File: src/rtl/pipe_hazard_unit.sv
// Pipeline hazard unit: ID-stage forwarding selects and load-use stall/flush FSM.
// Optional macro HAZARD_PERF_CNT_EN adds stall_cycles / fwd_events perf counters.
module pipe_hazard_unit #(
    parameter int unsigned REG_AW   = 5,
    parameter int unsigned NUM_SRC  = 2,
    parameter int unsigned LOAD_LAT = 1
) (
    input  logic                        clk,
    input  logic                        rst,
    input  logic                        hold,
    input  logic                        id_valid,
    input  logic [NUM_SRC*REG_AW-1:0]   id_src,
    input  logic [NUM_SRC-1:0]          id_src_used,
    input  logic [REG_AW-1:0]           id_ex_rd,
    input  logic [REG_AW-1:0]           ex_mem_rd,
    input  logic [REG_AW-1:0]           mem_wb_rd,
    input  logic                        id_ex_regwrite,
    input  logic                        ex_mem_regwrite,
    input  logic                        id_ex_memread,
    output logic [2*NUM_SRC-1:0]        fwd_sel,
    output logic                        stall,
    output logic                        flush_ex
`ifdef HAZARD_PERF_CNT_EN
    ,
    output logic [31:0]                 stall_cycles,
    output logic [31:0]                 fwd_events
`endif
);

    localparam int unsigned CNT_W = $clog2(LOAD_LAT) + 1;
    localparam int unsigned SEL_W = 2 * NUM_SRC;

    typedef enum logic {
        S_IDLE  = 1'b0,
        S_STALL = 1'b1
    } state_t;

    state_t             r_state;
    state_t             w_state_nxt;
    logic [CNT_W-1:0]   r_cnt;
    logic [CNT_W-1:0]   w_cnt_nxt;
    logic [SEL_W-1:0]   r_fwd_sel;
    logic [SEL_W-1:0]   w_fwd_nxt;
    logic               r_flush_hold;
    logic               w_detect;
    logic               w_stall;
    logic               w_unused_ok;

    // MEM/WB results reach ID through the write-first regfile, so mem_wb_rd needs no select.
    assign w_unused_ok = ^mem_wb_rd;

    // Per-source forwarding select and load-use detection.
    always_comb begin
        w_fwd_nxt = '0;
        w_detect  = 1'b0;
        for (int unsigned i = 0; i < NUM_SRC; i++) begin
            if (id_valid && id_src_used[i] && (id_src[i*REG_AW +: REG_AW] != '0)) begin
                if (id_ex_regwrite && (id_ex_rd == id_src[i*REG_AW +: REG_AW])) begin
                    w_fwd_nxt[2*i +: 2] = 2'b10;
                end else if (ex_mem_regwrite && (ex_mem_rd == id_src[i*REG_AW +: REG_AW])) begin
                    w_fwd_nxt[2*i +: 2] = 2'b01;
                end
                if (id_ex_memread && (id_ex_rd == id_src[i*REG_AW +: REG_AW])) begin
                    w_detect = 1'b1;
                end
            end
        end
    end

    // Load-use FSM state register.
    always_ff @(posedge clk) begin
        if (rst) begin
            r_state <= S_IDLE;
            r_cnt   <= '0;
        end else if (!hold) begin
            r_state <= w_state_nxt;
            r_cnt   <= w_cnt_nxt;
        end
    end

    // Load-use FSM next state; the detect cycle itself is the first bubble.
    always_comb begin
        w_state_nxt = r_state;
        w_cnt_nxt   = r_cnt;
        w_stall     = 1'b0;
        case (r_state)
            S_IDLE: begin
                w_stall = w_detect;
                if (w_detect && (LOAD_LAT > 1)) begin
                    w_state_nxt = S_STALL;
                    w_cnt_nxt   = CNT_W'(LOAD_LAT - 1);
                end
            end
            S_STALL: begin
                w_stall   = 1'b1;
                w_cnt_nxt = r_cnt - CNT_W'(1);
                if (r_cnt == CNT_W'(1)) begin
                    w_state_nxt = S_IDLE;
                end
            end
            default: begin
                w_state_nxt = S_IDLE;
                w_cnt_nxt   = '0;
            end
        endcase
    end

    // EX-stage selects plus the flush value to replay while frozen.
    always_ff @(posedge clk) begin
        if (rst) begin
            r_fwd_sel    <= '0;
            r_flush_hold <= 1'b0;
        end else if (!hold) begin
            r_fwd_sel    <= w_stall ? '0 : w_fwd_nxt;
            r_flush_hold <= w_stall;
        end
    end

    assign fwd_sel  = r_fwd_sel;
    assign stall    = hold | w_stall;
    assign flush_ex = hold ? r_flush_hold : w_stall;

`ifdef HAZARD_PERF_CNT_EN
    logic [31:0] r_stall_cycles;
    logic [31:0] r_fwd_events;

    // Saturating performance counters.
    always_ff @(posedge clk) begin
        if (rst) begin
            r_stall_cycles <= '0;
            r_fwd_events   <= '0;
        end else if (!hold) begin
            if (w_stall && (r_stall_cycles != 32'hFFFF_FFFF)) begin
                r_stall_cycles <= r_stall_cycles + 32'd1;
            end
            if (!w_stall && (w_fwd_nxt != '0) && (r_fwd_events != 32'hFFFF_FFFF)) begin
                r_fwd_events <= r_fwd_events + 32'd1;
            end
        end
    end

    assign stall_cycles = r_stall_cycles;
    assign fwd_events   = r_fwd_events;
`endif

endmodule
File: config.mk
export PLATFORM = sky130hd
export DESIGN_NAME = pipe_hazard_unit
export DESIGN_NICKNAME = d
export VERILOG_FILES = /design/src/rtl/pipe_hazard_unit.sv
export SDC_FILE = /design/constraint.sdc
export NUM_CORES = 1
export LEC_CHECK = 0
export ABC_AREA = 1
export ABC_CLOCK_PERIOD_IN_PS = 2200
export CAP_MARGIN = 20
export CORE_MARGIN = 2
export CORE_UTILIZATION = 41
export DETAILED_ROUTE_END_ITERATION = 7
export PLACE_DENSITY = 0.84
export RECOVER_POWER = 100
export SYNTH_ARGS = -nofsm -noshare
export SYNTH_HDL_FRONTEND = slang
export SYNTH_SLANG_ARGS = --single-unit
File: constraint.sdc
create_clock -name clk -period 2.2 [get_ports clk]
set_input_delay 0.55 -clock clk [delete_from_list [all_inputs] [get_ports clk]]
set_output_delay 0.55 -clock clk [all_outputs]
set_load 0.01 [all_outputs]
==> results of run 1 <==
## critical path: stages
cell and delay [ns]:
clkdlybuf4s15_2 0.20, inv_2 0.06, nand2_1 0.06, nand2_2 0.09, nand3_4 0.08, buf_4 0.15, buf_4 0.12, buf_4 0.12
buf_4 0.12, buf_4 0.12, buf_4 0.12, buf_4 0.13, nor3_4 0.14, nor2_1 0.07, nand3_1 0.12, a21oi_1 0.09
## stage by stage
stage          cell area (um^2)  utilization (%)  worst slack (ns)  cells  hold slack [ns]
2_1_floorplan             730.7                -            0.3347    121           0.4400
3_3_place_gp               1230            72.01           -0.6498    197           0.4469
3_5_place_dp               1230            72.01           -0.7421    197           0.4603
4_1_cts                    1451            84.98         0.0002226    224           0.4701
5_1_grt                    1483            86.81          -0.06119    226           0.4871
6_report                   1483            86.81          -0.01558    226           0.4702
## worst max path at each step
stage           startpoint          to  slack, ns  cells past startpoint
3_3_place_gp   id_ex_rd[0]    flush_ex      -0.65                     11
4_1_cts          id_src[9]    flush_ex     0.0002                     11
5_1_grt        id_ex_rd[3]  fwd_sel[2]      -0.06                     16
6_report       id_ex_rd[3]  fwd_sel[2]      -0.02                     16
2_1_floorplan    id_src[4]    flush_ex       0.33                      8
3_5_place_dp   id_ex_rd[0]    flush_ex      -0.74                     11
## placed cells by master, fill, tap and decap left out, types with 6 or more instances in the layout
master,Yosys,layout
clkdlybuf4s50_1,0,14
inv_1,19,12
nand2_1,31,25
dfxtp_1,7,7
xnor2_1,13,8
nand3_1,9,7
buf_2,0,9
nand2_2,5,11
buf_4,0,42
a21oi_1,6,6
inv_2,1,8
nor2_1,16,11
## per-layer routing
layer | track usage, % | up-vias | part of all wire (%)
met5 | 0 | - | 0
met1 | 34.42 | 513 | 37
met2 | 58.89 | 74 | 48
met4 | 19.43 | 0 | 7.2
li1 | - | 533 | -
met3 | 7.451 | 28 | 7.9
## power breakdown
part           leakage (nW)  switching [mW]  internal (mW)
Clock                0.0150          0.0489         0.0693
Sequential           0.0565        0.000541          0.128
Combinational         0.666           0.115          0.129
Total                 0.737           0.165          0.326
## registers in the layout, summed over array words and instances (netlist names)
| signal | cells |
|---|---|
| r_state | 1 |
| fwd_sel | 4 |
| r_flush_hold | 1 |
| r_cnt | 1 |
## area by class of cell
class	count	area (um^2)
multi-input cells	94	628.1
inverters	20	75.07
well taps	25	31.28
flip-flops and latches	7	140.1
repair buffers	76	581.8
fillers	87	225.2
clock buffers	4	26.28
## cell families after synthesis
| kind of cell | after synthesis | synth area share [%] |
|---|---|---|
| DFF | 7 | 19.18 |
| buffers and inverters | 20 | 10.27 |
| AOI/OAI and AO/OA | 10 | 8.048 |
| and+or+nand+nor | 70 | 45.72 |
| xor gates and xnor gates | 14 | 16.78 |
## what timing repair did
action	CTS	global route
resized for setup	55	42
pin swaps	20	17
hold buffers	0	0
gates cloned	0	0
endpoints found under the setup margin	2	4
buffers inserted	23	2
==> metrics, run 1 <==
status=complete, but fails checks; failing checks=setup timing; most frequent cell after synthesis=nand2_1; total grt overflow=0; Clock Pin Slew Worst Setup and Hold Paths=0.05 ns; DR vias/cell=5.080; asr flop ratio synth=0%; Die Ht=46.22 um; critical path class=in -> reg; clk sink count=7; worst hold path type=reg -> reg; Syn Inst Count=121; # diodes=0; Achievable Freq=451.3 MHz; gpl congestion=0.8281; Ports=40; Final Max Slew Viols=0; syn avg cell area=6.039 um^2; Die ar.=2136 um^2; Worst R2R Setup Slack=1.15 ns; DR vias=1148; TritonCTS clock tree=built; first-pass GRT wire length=4.878 mm; worst r2r dst=fwd_sel[2]; crit path DAT=2.34 ns; share of the synthesized area in the top cell type=19.18%; ranking of synthesized cells by area=dfxtp_1, nand2_1, xnor2_1; total power=491.0 uW; Antenna Nets Post-Route=0; final worst slack=-0.01558 ns; initial antenna violation count=0; hold depth=2; Post-Syn Area=730.7 um^2; Synth Flop Type=dfxtp_1; total track usage=32.91%; worst r2r src=r_state; flops & latches, synth=7; max_cap viols=0; Final Critical Period=2.216 ns; first-pass detailed-route iteration total=4; Detailed Route Iter0 Violations=39; Hold Crit Start=fwd_sel[1]; final setup TNS=-0.01558 ns; Fin. Hold Viols=0; Residual DRC=0; yosys warns=0; number of enable flip-flop cells after synthesis=0; largest net degree at the start of global routing=8; clk_lat worst skew=0.25 ns; Reg2Reg Depth=4; area leader, netlist=dfxtp_1; Worst Skew=0.0003554 ns; crit end category=register; synth cell count leaders=nand2_1, inv_1, nor2_1, xnor2_1, nand3_1; post-DP HPWL=1.863 mm; nets=236; H-tree levels=1; CTS root buffer=clkbuf_4; wire per inst=15.13 um; CTS buffer count=3; Startpoint Class=input pin; Die X=46.22 um; maximum buffer depth of the clock tree=2; register area share after synthesis=19.18%; peak supply drop=0.2963 mV; Leakage=0.7372 nW; Initial Util=42.78%; vias in the first global route=1144; total wire length=3.419 mm; post-synth cell types=21; crit share post-route=100.7%; syn nets=155; Port Buffers=34; Rows=15; CP Data Required Time=2.33 ns; Slew Limit Headroom=80.68%; PD cells=331.2 nW/um^2; layout cells sized above 1=51.24%; Max FO, Critical Path=3; Least-Margin Pin Slew=0.2889 ns; Layout area overhead=102.9%; setup violators final=1; Worst Hold End=fwd_sel[1]; core box area=1708 um^2
(Power assumes the default switching activity.)
==> run 2, diff against run 1 <==
--- a/config.mk
+++ b/config.mk
@@ -13,6 +13,7 @@
 export DETAILED_ROUTE_END_ITERATION = 7
 export PLACE_DENSITY = 0.84
 export RECOVER_POWER = 100
+export SKIP_CTS_REPAIR_TIMING = 1
 export SYNTH_ARGS = -nofsm -noshare
 export SYNTH_HDL_FRONTEND = slang
 export SYNTH_SLANG_ARGS = --single-unit
==> run 2 against run 1 <==
The flow now finishes without violations. Non-clock buffer count is 19 lower. Cell area shrank 8.4%. Core utilization shrank 7.3 points. Register-to-register slack improved by 0.04 ns. Clock-buffer cell count stayed put. Worst hold slack got worse by 0.00096 ns. Die area stayed put. Setup slack better by 0.079 ns.
==> metrics, run 2 (same netlist as run 1, synthesis figures left out) <==
H-tree levels=1; TritonCTS clock tree=built; Startpoint Class=input pin; Ports=40; Port Buffers=34; clk_lat worst skew=0.25 ns; fill count=121; DP Area=1230 um^2; total power=436.8 uW; final setup TNS=0 ns; total track usage=22.05%; number of flip-flops in the largest register=4; status=finished clean; Final Critical Period=2.137 ns; Final Max Slew Viols=0; final hold slack=0.4693 ns; Clock Pin Slew Worst Setup and Hold Paths=0.05 ns; core box area=1708 um^2; DR vias/cell=4.618; nets=217; # diodes=0; PD cells=321.5 nW/um^2; post-DP HPWL=1.863 mm; Initial Util=42.78%; gpl congestion=0.8281; first-pass GRT wire length=3.422 mm; layout cells sized above 1=32.97%; wire per inst=11.79 um; crit path DAT=1.59 ns; Antenna Nets Post-Route=0; total grt overflow=0; crit end category=output pin; Fin. Hold Viols=0; CTS root buffer=clkbuf_4; worst hold path type=reg -> reg; Die ar.=2136 um^2; pre-CTS setup slack=-0.7421 ns; critical path class=in -> out; commonest non-fill, non-tap cells in the layout=nand2_1, buf_4, dlymetal6s2s_1; maximum buffer depth of the clock tree=2; Rows=15; post-route cell area=1359 um^2; Die X=46.22 um; first-pass detailed-route iteration total=4; Residual DRC=0; Die Ht=46.22 um; register area=140.1 um^2; Max FO, Critical Path=2; crit share post-route=97.12%; Slew Limit Headroom=82.00%; Worst Skew=0.004224 ns; largest net degree at the start of global routing=8; total wire length=2.441 mm; final core occ=79.56%; Cell Count Post-Placement=197; Achievable Freq=468.0 MHz; Worst R2R Setup Slack=1.19 ns; setup violators final=0; final std cells w/o fill=207; Least-Margin Pin Slew=0.2691 ns; footprint of the multi-input gates=560.5 um^2; peak supply drop=0.3473 mV; DR vias=956; CP Data Required Time=1.65 ns; Leakage=0.7835 nW; clk sink count=7; commonest non-fill, non-tap cell in the layout=nand2_1; initial antenna violation count=0; max_cap viols=0; Detailed Route Iter0 Violations=23; vias in the first global route=883; final worst slack=0.06334 ns; Layout area overhead=85.96%; CTS buffer count=3
## run 2: final timing paths
check                   start    endpoint  cells after the start
hold reg to reg    fwd_sel[1]  fwd_sel[1]                      2
setup / recovery  id_ex_rd[4]    flush_ex                     11
setup reg to reg      r_state  fwd_sel[1]                      4
hold / removal     fwd_sel[1]  fwd_sel[1]                      2
## run 2: critical path, stage by stage
cell and delay [ns]:
dlymetal6s2s_1 0.18, xnor2_2 0.19, nand2_2 0.11, nor2_4 0.10, nand2_2 0.06, nand2_2 0.08
nand2_4 0.05, nand2_4 0.05, o21ai_2 0.05, inv_1 0.04, buf_2 0.12
## run 2: routing by layer
layer	GRT usage (%)	wire, um
met2	40.83	1334
met1	25.06	908
met4	3.429	43
met3	6.275	154
met5	0	0
## run 2: cell type report
class	count	share of cell area, %
well taps	25	2.302
repair buffers	57	38.67
clock buffers	4	1.934
multi-input cells	94	41.25
flip-flops and latches	7	10.31
inverters	20	5.525
## run 2: power breakdown
group	internal, mW	total, mW	switching (mW)
clock network	0.0693	0.117	0.0481
registers	0.128	0.129	0.000504
logic	0.104	0.191	0.0874
total	0.301	0.437	0.136
